## config.mk

```make
export PLATFORM = sky130hd
export DESIGN_NAME = control_sequencer
export DESIGN_NICKNAME = d
export VERILOG_FILES = /design/src/rtl/cpu_defs.sv /design/src/rtl/opcode_decode.sv /design/src/rtl/control_sequencer.sv
export SDC_FILE = /design/constraint.sdc
export NUM_CORES = 1
export LEC_CHECK = 0
export ABC_AREA = 1
export ABC_CLOCK_PERIOD_IN_PS = 5400
export CORE_UTILIZATION = 35
export CTS_CLUSTER_SIZE = 10
export DETAILED_ROUTE_END_ITERATION = 12
export PLACE_DENSITY_LB_ADDON = 0.12
export RECOVER_POWER = 100
export SLEW_MARGIN = 40
export SYNTH_ARGS = -nofsm -noshare
export SYNTH_HDL_FRONTEND = slang
export SYNTH_HIERARCHICAL = 1
export SYNTH_SLANG_ARGS = --single-unit
export TNS_END_PERCENT = 100
```

## constraint.sdc

```tcl
create_clock -name clock -period 5.4 [get_ports clock]
set_clock_uncertainty 0.1 [all_clocks]
set_input_delay 1.62 -clock clock [delete_from_list [all_inputs] [get_ports clock]]
set_output_delay 1.62 -clock clock [all_outputs]
set_load 0.01 [all_outputs]
```

## src/rtl/cpu_defs.sv

```systemverilog
// Shared definitions for the hardwired control unit: opcodes, fetch ALU opcode,
// sequencer state encoding and the instruction class produced by the decoder.
package cpu_defs;

  localparam int OPW = 5;

  localparam logic [OPW-1:0] INC_OP = 5'b11111;

  localparam logic [OPW-1:0] OP_ADD  = 5'b00011;
  localparam logic [OPW-1:0] OP_SUB  = 5'b00100;
  localparam logic [OPW-1:0] OP_AND  = 5'b00101;
  localparam logic [OPW-1:0] OP_OR   = 5'b00110;
  localparam logic [OPW-1:0] OP_SHR  = 5'b00111;
  localparam logic [OPW-1:0] OP_SHL  = 5'b01000;
  localparam logic [OPW-1:0] OP_ROR  = 5'b01001;
  localparam logic [OPW-1:0] OP_ROL  = 5'b01010;
  localparam logic [OPW-1:0] OP_MUL  = 5'b01111;
  localparam logic [OPW-1:0] OP_DIV  = 5'b10000;
  localparam logic [OPW-1:0] OP_NEG  = 5'b10001;
  localparam logic [OPW-1:0] OP_NOT  = 5'b10010;
  localparam logic [OPW-1:0] OP_NOP  = 5'b11010;
  localparam logic [OPW-1:0] OP_HALT = 5'b11011;

  typedef enum logic [3:0] {
    ST_IDLE = 4'd0,
    ST_T0   = 4'd1,
    ST_T1   = 4'd2,
    ST_T2   = 4'd3,
    ST_T3   = 4'd4,
    ST_T4   = 4'd5,
    ST_T5   = 4'd6,
    ST_T6   = 4'd7,
    ST_HALT = 4'd8
  } state_e;

  typedef enum logic [2:0] {
    CLS_RRR    = 3'd0,
    CLS_MULDIV = 3'd1,
    CLS_UNARY  = 3'd2,
    CLS_NOP    = 3'd3,
    CLS_HALT   = 3'd4,
    CLS_ILL    = 3'd5
  } op_class_e;

endpackage

```

## src/rtl/opcode_decode.sv

```systemverilog
// Combinational opcode classifier: maps IR[31:27] onto the execute-phase class.
module opcode_decode
  import cpu_defs::*;
(
  input  logic [OPW-1:0] opcode_i,
  output op_class_e      op_class_o
);

  // Classify the opcode; anything not recognised is illegal.
  always_comb begin
    op_class_o = CLS_ILL;
    case (opcode_i)
      OP_ADD, OP_SUB, OP_AND, OP_OR,
      OP_SHR, OP_SHL, OP_ROR, OP_ROL: op_class_o = CLS_RRR;
      OP_MUL, OP_DIV:                 op_class_o = CLS_MULDIV;
      OP_NEG, OP_NOT:                 op_class_o = CLS_UNARY;
      OP_NOP:                         op_class_o = CLS_NOP;
      OP_HALT:                        op_class_o = CLS_HALT;
      default:                        op_class_o = CLS_ILL;
    endcase
  end

endmodule

```

## src/rtl/control_sequencer.sv

```systemverilog
// Hardwired Moore control unit sequencing the DataPath through fetch (T0-T2)
// and execute (T3-T6); strobes are a pure decode of state and opcode.
module control_sequencer
  import cpu_defs::*;
(
  input  logic           clock,
  input  logic           clear,
  input  logic           start,
  input  logic           mem_ready,
  input  logic [31:0]    ir,
  output logic           PCout,
  output logic           MARin,
  output logic           PCin,
  output logic           IncPC,
  output logic           Read,
  output logic           MDRin,
  output logic           MDRout,
  output logic           IRin,
  output logic           Yin,
  output logic           ZlowIn,
  output logic           ZhighIn,
  output logic           Zlowout,
  output logic           Zhighout,
  output logic           LOin,
  output logic           HIin,
  output logic           Gra,
  output logic           Grb,
  output logic           Grc,
  output logic           Rin,
  output logic           Rout,
  output logic [OPW-1:0] alu_op,
  output logic           run,
  output logic           illegal
);

  state_e         state_q, state_d;
  logic           first_q, first_d;
  op_class_e      op_class_s;
  logic [OPW-1:0] opcode_s;
  logic           ir_unused_s;

  assign opcode_s = ir[31 -: OPW];
  // Register fields are consumed by the DataPath's select-and-encode logic.
  assign ir_unused_s = ^ir[31-OPW:0];

  opcode_decode u_decode (
    .opcode_i   (opcode_s),
    .op_class_o (op_class_s)
  );

  // State register and first-T1-cycle flag; clear abandons any instruction.
  always_ff @(posedge clock or negedge clear) begin
    if (!clear) begin
      state_q <= ST_IDLE;
      first_q <= 1'b0;
    end else begin
      state_q <= state_d;
      first_q <= first_d;
    end
  end

  // Next-state logic.
  always_comb begin
    state_d = state_q;
    first_d = (state_q == ST_T0);
    case (state_q)
      ST_IDLE: begin
        if (start) state_d = ST_T0;
        else       state_d = ST_IDLE;
      end
      ST_T0: state_d = ST_T1;
      ST_T1: begin
        if (mem_ready) state_d = ST_T2;
        else           state_d = ST_T1;
      end
      ST_T2: state_d = ST_T3;
      ST_T3: begin
        case (op_class_s)
          CLS_RRR, CLS_MULDIV, CLS_UNARY: state_d = ST_T4;
          CLS_HALT:                       state_d = ST_HALT;
          default:                        state_d = ST_T0;
        endcase
      end
      ST_T4: begin
        case (op_class_s)
          CLS_RRR, CLS_MULDIV: state_d = ST_T5;
          default:             state_d = ST_T0;
        endcase
      end
      ST_T5: begin
        if (op_class_s == CLS_MULDIV) state_d = ST_T6;
        else                          state_d = ST_T0;
      end
      ST_T6: state_d = ST_T0;
      ST_HALT: begin
        if (start) state_d = ST_T0;
        else       state_d = ST_HALT;
      end
      default: state_d = ST_IDLE;
    endcase
  end

  // Strobe decode from present state and opcode class.
  always_comb begin
    PCout    = 1'b0;
    MARin    = 1'b0;
    PCin     = 1'b0;
    IncPC    = 1'b0;
    Read     = 1'b0;
    MDRin    = 1'b0;
    MDRout   = 1'b0;
    IRin     = 1'b0;
    Yin      = 1'b0;
    ZlowIn   = 1'b0;
    ZhighIn  = 1'b0;
    Zlowout  = 1'b0;
    Zhighout = 1'b0;
    LOin     = 1'b0;
    HIin     = 1'b0;
    Gra      = 1'b0;
    Grb      = 1'b0;
    Grc      = 1'b0;
    Rin      = 1'b0;
    Rout     = 1'b0;
    alu_op   = 5'b00000;
    illegal  = 1'b0;
    run      = (state_q != ST_IDLE) && (state_q != ST_HALT);
    case (state_q)
      ST_T0: begin
        PCout  = 1'b1;
        MARin  = 1'b1;
        alu_op = INC_OP;
        ZlowIn = 1'b1;
      end
      ST_T1: begin
        Zlowout = 1'b1;
        PCin    = first_q;
        Read    = 1'b1;
        MDRin   = 1'b1;
      end
      ST_T2: begin
        MDRout = 1'b1;
        IRin   = 1'b1;
      end
      ST_T3: begin
        case (op_class_s)
          CLS_RRR: begin
            Grb  = 1'b1;
            Rout = 1'b1;
            Yin  = 1'b1;
          end
          CLS_MULDIV: begin
            Gra  = 1'b1;
            Rout = 1'b1;
            Yin  = 1'b1;
          end
          CLS_UNARY: begin
            Grb    = 1'b1;
            Rout   = 1'b1;
            alu_op = opcode_s;
            ZlowIn = 1'b1;
          end
          CLS_ILL: illegal = 1'b1;
          default: illegal = 1'b0;
        endcase
      end
      ST_T4: begin
        case (op_class_s)
          CLS_RRR: begin
            Grc    = 1'b1;
            Rout   = 1'b1;
            alu_op = opcode_s;
            ZlowIn = 1'b1;
          end
          CLS_MULDIV: begin
            Grb     = 1'b1;
            Rout    = 1'b1;
            alu_op  = opcode_s;
            ZlowIn  = 1'b1;
            ZhighIn = 1'b1;
          end
          CLS_UNARY: begin
            Zlowout = 1'b1;
            Gra     = 1'b1;
            Rin     = 1'b1;
          end
          default: Rin = 1'b0;
        endcase
      end
      ST_T5: begin
        case (op_class_s)
          CLS_RRR: begin
            Zlowout = 1'b1;
            Gra     = 1'b1;
            Rin     = 1'b1;
          end
          CLS_MULDIV: begin
            Zlowout = 1'b1;
            LOin    = 1'b1;
          end
          default: Rin = 1'b0;
        endcase
      end
      ST_T6: begin
        if (op_class_s == CLS_MULDIV) begin
          Zhighout = 1'b1;
          HIin     = 1'b1;
        end else begin
          HIin     = 1'b0;
        end
      end
      default: run = run;
    endcase
  end

endmodule

```

**After elaboration in Yosys (flattened, before gate mapping)**

Memory sizes are Yosys's and may differ from the RTL's.
Index checks and enable logic that the tools add are counted.
Widths: inputs -> output; s select.

- Reduce and logical (&&, ||, !) cells: 7
- Multiplexer cells: 33
- Equal/unequal tests: 13

Operators with widths:

| kind | number |
|---|---|
| $pmux 4 s9 | 1 |
| $mux 1 | 19 |
| $eq 4x3->1 const B | 4 |
| $pmux 5 s3 | 1 |
| $mux 5 | 2 |
| $pmux 1 s3 | 3 |
| $eq 4x2->1 const B | 2 |
| $pmux 4 s2 | 1 |
| $eq 3x3->1 const B | 2 |
| $mux 3 | 2 |
| $pmux 1 s2 | 3 |
| $eq 4x1->1 const B | 1 |
| $eq 4x4->1 const B | 1 |
| $logic_not 4->1 | 1 |
| $mux 4 | 1 |
| $ne 4x4->1 const B | 1 |
| $reduce_bool 4->1 | 1 |
| $reduce_or 2->1 | 2 |
| $eq 3x1->1 const B | 1 |
| $eq 3x2->1 const B | 1 |
| $logic_not 3->1 | 1 |
| $reduce_or 3->1 | 1 |
| $logic_and 1x1->1 | 1 |

- Register bits: 5
- Bits in read-only memories: 96
- Memories: 1
- Logic and storage cells: 56
- Output and inout port bits: 27

Memory list:

| name | depth | bits a word | rd ports | clocked after Yosys merged registers in | wr ports | line | text |
|---|---|---|---|---|---|---|---|
| (name not given) | 32 | 3 | 1 | 0 | 0 | opcode_decode.sv:12 | `case (opcode_i)` |

**Depth between registers and ports, before layout**

Gate-level depths: netlist of run 1.
An unclocked memory read counts as a cell.

- Depth after elaboration: 5
- Gate-level depth with buffers: 13
- Mapped depth without buffers: 13

**Cells and area by module**

The synthesis of run 1 kept the hierarchy.

Modules (own cells, without submodules):

| module | cells an instance | instances | area an instance (um2) |
|---|---|---|---|
| control_sequencer | 116 | 1 | 638.1 |
| opcode_decode | 27 | 1 | 135.1 |

**Worst setup path after synthesis of run 1**

Ideal clock, no wire load.

- Path type: input to output
- Start: input port ir[27]
- End: output port Zhighout
- Data arrival time: 2.916 ns
- Setup slack: 0.764 ns
- Stages: 9
- Required time: 3.680 ns
- Cells stage by stage: ha_1 -> o21ai_0 -> nand2_1 -> nand3_1 -> nand2_1 -> inv_2 -> nand3_1 -> nor3_1 -> buf_4

- Longest elaborated chain between the ends: 4

Ends and longest elaborated chain:

| item | line | text |
|---|---|---|
| start: declaration | control_sequencer.sv:10 | `input logic [31:0] ir,` |
| $mem_v2 32x3 | n/a |  |
| net op_class_s[2] | control_sequencer.sv:38 | `op_class_e op_class_s;` |
| $eq 3x1->1 | control_sequencer.sv:205 | `if (op_class_s == CLS_MULDIV) begin` |
| $mux 1 (2 in a row) | n/a |  |
| end: declaration | control_sequencer.sv:23 | `output logic Zhighout,` |

The timed path passes the listed nets, and every way through them passes these cells.

**Final worst setup path of run 1**

- Start: input port ir[30]
- End: output port alu_op[2]

- Longest elaborated chain between the ends: 5
- Elaborated cells on any way between the ends: 8
- Classes of those cells: eq/ne (2); mux (3); reduce/logical (2); memory (1)

Ends and longest elaborated chain:

| item | line | text |
|---|---|---|
| $mem_v2 32x3 * | n/a |  |
| net op_class_s[2] | control_sequencer.sv:38 |  |
| $eq 3x1->1 or $logic_not 3->1 (tied branches) | control_sequencer.sv:168 | `case (op_class_s)` |
| $reduce_or 2->1 (no source line) | n/a |  |
| $mux 5 | control_sequencer.sv:168 |  |
| $pmux 5 s3 * | control_sequencer.sv:128 | `case (state_q)` |
| end: declaration | control_sequencer.sv:31 | `output logic [OPW-1:0] alu_op,` |

The timed path passes the listed nets; every way through them passes the cells marked *.

==> results.py, run 1 <==
metrics = {
    "status": {
        "status": "finished, final reports clean",
    },
    "pwr": {
        "swShare_pct": 48.4,
        "internal_power_uw": 203,
        "total_power_uw": 393,
        "vdd_drop_max_mv": 0.262,
        "p_comb_share_pct": 72.2,
        "p_sw_uw": 190,
        "clockPowerShare_pct": 10.8,
        "p_leak_uw": 0.000757,
        "pwr-share-seq_pct": 17.0,
        "powerDensity_nw_per_um2": 315,
    },
    "routing": {
        "ant_nets": 0,
        "post_drt_wl_per_cell_um": 10.0,
        "drt_iter0_markers": 16,
        "viasPerCell": 4.66,
        "dr.pass1.iters": 4,
        "drc": 0,
        "vias": 1025,
        "wl_mm": 2.21,
    },
    "synthesis": {
        "synthCells": 143,
        "synth_nets": 182,
        "ys_types": 18,
        "ys.warnings.count": 6,
        "ys_seq_elements": 5,
        "yosysSeqAreaShare_pct": 16.2,
        "netlist_area_um2": 773,
        "syn_avg_cell_area_um2": 5.41,
    },
    "place": {
        "place_worst_setup_slack_ns": -0.218,
        "dp_hpwl_mm": 1.76,
        "gp_congestion": 0.796,
        "dp_cells": 213,
        "io_buffers": 34,
    },
    "finish": {
        "fillerInstances": 210,
        "nets": 233,
        "regArea_um2": 125,
        "drive_gt1_share_pct": 19.7,
        "multi_input_area_um2": 517,
        "area_growth_pct": 61.3,
        "fin_util_pct": 61.7,
        "instances_no_fill": 220,
        "diodes": 0,
    },
    "global_route": {
        "grt_overflow_total": 0,
        "antenna_found_initial": 0,
        "grt_first_pass_wirelength_mm": 3.70,
        "grt_usage_pct": 19.2,
        "grt_pass1_vias": 880,
        "grt_start_max_net_pins": 11,
    },
    "clock_network": {
        "cts_buffers": 3,
        "cts_tree": "done",
        "ctsRootBufferMaster": "clkbuf_4",
        "clk_path_buf_depth": 2,
        "cts_max_level": 1,
        "clock_sinks": 5,
        "clock_latency_ns": 0.24,
        "postCtsHoldBufs": 0,
        "clkTransAtPathRegs_ns": 0.04,
    },
    "die": {
        "start_util_pct": 38.2,
        "pin_count": 63,
        "core_area_um2": 2020,
        "die_w_um": 49,
        "die_area_um2": 2400,
        "die_y_um": 49,
        "placementRows": 16,
    },
    "timing": {
        "hold_viol": 0,
        "worst_slack_ns": 0.162,
        "period_share_pct": 97.0,
        "max_freq_mhz": 191,
        "rsz0062_at_grt": "no",
        "finalSetupTns_ns": 0,
        "setup_viol": 0,
        "drv_slew": 0,
        "period_minus_slack_ns": 5.24,
    },
    "critical_path": {
        "crit_path_max_fanout": 6,
        "critical_path_class": "input pin to output pin",
        "crit_arrival_ns": 3.52,
        "crit_path_top_delay_cell": "clkdlybuf4s50_1",
        "critPathMaxStageDelay_ns": 0.54,
        "critPathLaunchType": "input pin",
        "crit_required_ns": 3.68,
        "worst_setup_path_end_kind": "output pin",
        "r2r_slack_ns": 4.04,
        "cp_common_cell": "nand3_1",
        "crit_chain": "clkdlybuf4s50_1, inv_1, nand3_1, nand2_1, nand3_1, nand2_1, inv_2, nand2_2, nor2_4, buf_4, buf_4, nand3_1, nand3_1, clkdlybuf4s15_2",
    },
    "worst_hold_path": {
        "hold_class": "register to register",
    },
    "flow_run": {
        "drv_cap": 0,
    },
}
==> power groups by stage <==
stage	logic, µW	clock network [µW]	registers [µW]
after floorplan	175	0	63.1
final	284	42.5	66.7
after global routing	313	48.8	68.0
after CTS	301	44.3	66.2
after global placement	315	0	66.5
after detailed placement	315	0	67.0
==> timing repair <==
action	in CTS	in global routing
buffers inserted	3	0
endpoints found under the hold margin	0	0
resized for setup	26	4
endpoints found under the setup margin	18	14
==> critical path, delay by kind of cell <==
family        cells  cell delay [ns]
buf+inv           6             1.18
simple gates      8             0.71
==> final cells by class <==
class	instances	area share [%]
sequential	5	10.0
timing repair buffer	51	35.9
multi-input combinational	107	41.4
inverter	26	7.82
clock buffer	4	2.11
tap	27	2.71
==> sequential cells by signal, summed over array words and instances, names as in the netlist <==
name,cells
state_q,4
first_q,1
==> logic make-up after synthesis <==
| family | synth area share [%] |
|---|---|
| adders and majority gates | 4.85 |
| DFF | 16.2 |
| buffers and inverters | 17.5 |
| AOI/OAI and AO/OA | 5.34 |
| other | 0.485 |
| and+or+nand+nor | 55.7 |
==> placed cells by master, fill, tap and decap left out, drive strengths merged, types with 3 or more instances in the layout <==
master,netlist,routed
dfrtp,5,5
dlygate4sd2,0,18
ha,3,3
clkdlybuf4s50,0,5
inv,26,26
nor2,26,26
nand2,44,44
o21ai,5,5
nor3,4,4
buf,5,15
nand3,21,21
clkbuf,0,6
dlygate4sd3,0,8
==> cell usage after synthesis (all sizes together) <==
cell	number	area, µm²
ha	3	37.5
o21ai	5	25.0
o22ai	1	6.26
nor3	4	25.0
buf	5	37.5
nand2	44	170
nor2	26	130
conb	1	3.75
a21oi	2	10.0
nand3	21	105
inv	26	97.6
dfrtp	5	125
==> final timing paths <==
kind / start / to / depth (start not counted)
min in group asynchronous: clear / state_q[2] / 1
max: ir[30] / alu_op[2] / 14
min reg2reg: state_q[3] / state_q[3] / 2
max reg2reg: state_q[3] / state_q[1] / 8
min: state_q[3] / state_q[3] / 2
max in group asynchronous: clear / state_q[0] / 1
==> per-layer routing <==
| metal | vias to the layer above | GRT usage [%] | routed length, µm |
|---|---|---|---|
| met5 | - | 0 | 0 |
| met4 | 0 | 1.47 | 0 |
| met3 | 0 | 4.36 | 118 |
| met1 | 453 | 24.5 | 1080 |
| li1 | 535 | - | - |
| met2 | 37 | 33.8 | 1010 |
==> per-stage QoR <==
stage | hold slack [ns] | cell area [µm²]
after floorplan | 0.473 | 773
after global placement | 0.517 | 1210
after detailed placement | 0.538 | 1210
after CTS | 0.544 | 1260
after global routing | 0.566 | 1250
final | 0.549 | 1250
(Power assumes the default switching activity.)
==> run 2, diff against run 1 <==
--- a/config.mk
+++ b/config.mk
@@ -7,6 +7,7 @@
 export LEC_CHECK = 0
 export ABC_AREA = 1
 export ABC_CLOCK_PERIOD_IN_PS = 5400
+export CORE_MARGIN = 1.5
 export CORE_UTILIZATION = 35
 export CTS_CLUSTER_SIZE = 10
 export DETAILED_ROUTE_END_ITERATION = 12
==> results.py, run 2 (same netlist as run 1, synthesis figures left out) <==
metrics = {
    "status": {
        "status": "finished, final reports clean",
    },
    "critical_path": {
        "crit_chain": "clkdlybuf4s15_1, inv_1, ha_1, o21ai_2, nand2_1, nand2_1, nand2_1, inv_1, nand2_2, nor2_4, buf_4, buf_4, nand3_1, nand3_1, dlygate4sd2_1",
        "critical_path_class": "input pin to output pin",
        "critPathMaxStageDelay_ns": 0.30,
        "crit_path_top_delay_cell": "ha_1",
        "r2r_slack_ns": 4.02,
        "critPathLaunchType": "input pin",
        "worst_setup_path_end_kind": "output pin",
        "r2r-start": "state_q[3]",
        "crit_path_max_fanout": 5,
        "crit_start": "ir[27]",
        "r2r-end": "state_q[1]",
        "worst-r2r-cell-count": 8,
        "cp_common_cell": "nand2_1",
        "crit_arrival_ns": 3.53,
        "crit_required_ns": 3.68,
    },
    "worst_hold_path": {
        "min_to": "state_q[3]",
        "holdPathStages": 2,
        "hold_start": "state_q[3]",
        "hold_class": "register to register",
    },
    "pwr": {
        "clockPowerShare_pct": 10.7,
        "powerDensity_nw_per_um2": 316,
        "vdd_drop_max_mv": 0.247,
        "p_sw_uw": 195,
        "total_power_uw": 403,
        "p_comb_share_pct": 73.0,
        "pwr-share-seq_pct": 16.4,
        "p_leak_uw": 0.000754,
        "swShare_pct": 48.3,
        "internal_power_uw": 208,
    },
    "clock_network": {
        "postCtsHoldBufs": 0,
        "ctsRootBufferMaster": "clkbuf_4",
        "clkTransAtPathRegs_ns": 0.04,
        "cts_buffers": 3,
        "clock_sinks": 5,
        "clock_latency_ns": 0.24,
        "cts_tree": "done",
        "clk_path_buf_depth": 2,
        "cts_max_level": 1,
    },
    "place": {
        "dp_hpwl_mm": 1.84,
        "place_worst_setup_slack_ns": -0.329,
        "gp_congestion": 0.835,
        "io_buffers": 34,
    },
    "die": {
        "die_y_um": 50,
        "placementRows": 16,
        "die_area_um2": 2500,
        "start_util_pct": 38.2,
        "pin_count": 63,
        "die_w_um": 50,
        "core_area_um2": 2020,
    },
    "timing": {
        "finalSetupTns_ns": 0,
        "max_freq_mhz": 190,
        "hold_viol": 0,
        "period_share_pct": 97.3,
        "setup_viol": 0,
        "worst_slack_ns": 0.148,
        "drv_slew": 0,
        "period_minus_slack_ns": 5.25,
    },
    "flow_run": {
        "drv_cap": 0,
    },
    "global_route": {
        "grt_pass1_vias": 1003,
        "grt_first_pass_wirelength_mm": 3.93,
        "grt_overflow_total": 0,
        "grt_start_max_net_pins": 11,
        "antenna_found_initial": 0,
        "grt_usage_pct": 19.6,
    },
    "finish": {
        "regArea_um2": 125,
        "drive_gt1_share_pct": 20.1,
        "area_growth_pct": 64.7,
        "max_flop_register": "state_q",
        "fillerInstances": 209,
        "top_regs": "state_q x4, first_q x1",
        "multi_input_area_um2": 526,
        "diodes": 0,
        "largest_register_ffs": 4,
        "final_common_cell": "nand2_1",
        "final_cell_mix": "nand2_1 (41), nand3_1 (21), nor2_1 (20)",
        "nets": 234,
    },
    "routing": {
        "viasPerCell": 4.68,
        "wl_mm": 2.33,
        "dr.pass1.iters": 4,
        "post_drt_wl_per_cell_um": 10.5,
        "ant_nets": 0,
        "drt_iter0_markers": 12,
        "drc": 0,
        "vias": 1034,
    },
}
-- run 2: cell count changes in the layout (fill, tap and decap cells not counted) --
cell	previous run	this run
a21oi_1	2	1
a21oi_2	0	1
clkbuf_1	2	4
clkdlybuf4s15_1	0	1
clkdlybuf4s15_2	1	0
clkdlybuf4s25_1	0	6
clkdlybuf4s50_1	5	6
dlygate4sd2_1	18	7
dlymetal6s2s_1	2	4
dlymetal6s4s_1	0	1
nor3_1	3	2
nor3_2	1	2
o21ai_0	3	2
o21ai_1	1	2
-- run 2: worst max path at each step --
stage                            to  slack, ns  cells after the start
after floorplan            Zhighout       0.76                      9
after CTS                 alu_op[3]     0.0001                     12
after detailed placement        Gra      -0.33                     13
after global routing      alu_op[4]      -0.02                     15
after global placement          Gra      -0.25                     13
final                     alu_op[4]       0.15                     15
-- run 2: through the flow --
stage / hold WS, ns / instances / area, µm² / utilization (%)
2_1_floorplan: 0.473 / 143 / 773 / -
3_3_place_gp: 0.520 / 213 / 1210 / 60.1
3_5_place_dp: 0.519 / 213 / 1210 / 60.1
4_1_cts: 0.523 / 218 / 1240 / 61.5
5_1_grt: 0.559 / 221 / 1270 / 63.0
6_report: 0.523 / 221 / 1270 / 63.0
-- run 2: critical path, delay by kind of cell --
family                     cells  cell delay, ns
AOI/OAI and AO/OA              1            0.15
adders and majority gates      1            0.30
buffers and inverters          6            0.84
and+or+nand+nor                7            0.62
-- run 2: area by class of cell --
cell class	instances	share of cell area, %
Sequential cell	5	9.82
Timing Repair Buffer	52	36.5
Inverter	26	7.66
Tap cell	27	2.65
Multi-Input combinational cell	107	41.3
Clock buffer	4	2.06
-- run 2: timing repair --
item                                    in CTS  in global routing
resized for setup                           10                 18
pin swaps                                    1                  1
endpoints found under the setup margin      18                 15
endpoints found under the hold margin        0                  0
buffers inserted                             1                  3
-- run 2: routing by layer --
| layer | routed length (µm) | track usage [%] | share of wire, % | vias up |
|---|---|---|---|---|
| li1 | - | - | - | 539 |
| met1 | 1040 | 24.3 | 45 | 463 |
| met2 | 1140 | 33.1 | 49 | 32 |
| met3 | 139 | 6.36 | 6.0 | 0 |
| met4 | 0 | 3.24 | 0 | 0 |
| met5 | 0 | 0 | 0 | - |
-- run 2: power groups by stage --
stage | Sequential (µW) | Combinational [µW] | Clock, µW
after floorplan | 63.1 | 175 | 0
after global placement | 66.5 | 315 | 0
after detailed placement | 66.3 | 317 | 0
after CTS | 65.6 | 309 | 44.9
after global routing | 68.5 | 323 | 49.1
final | 66.0 | 294 | 43.0
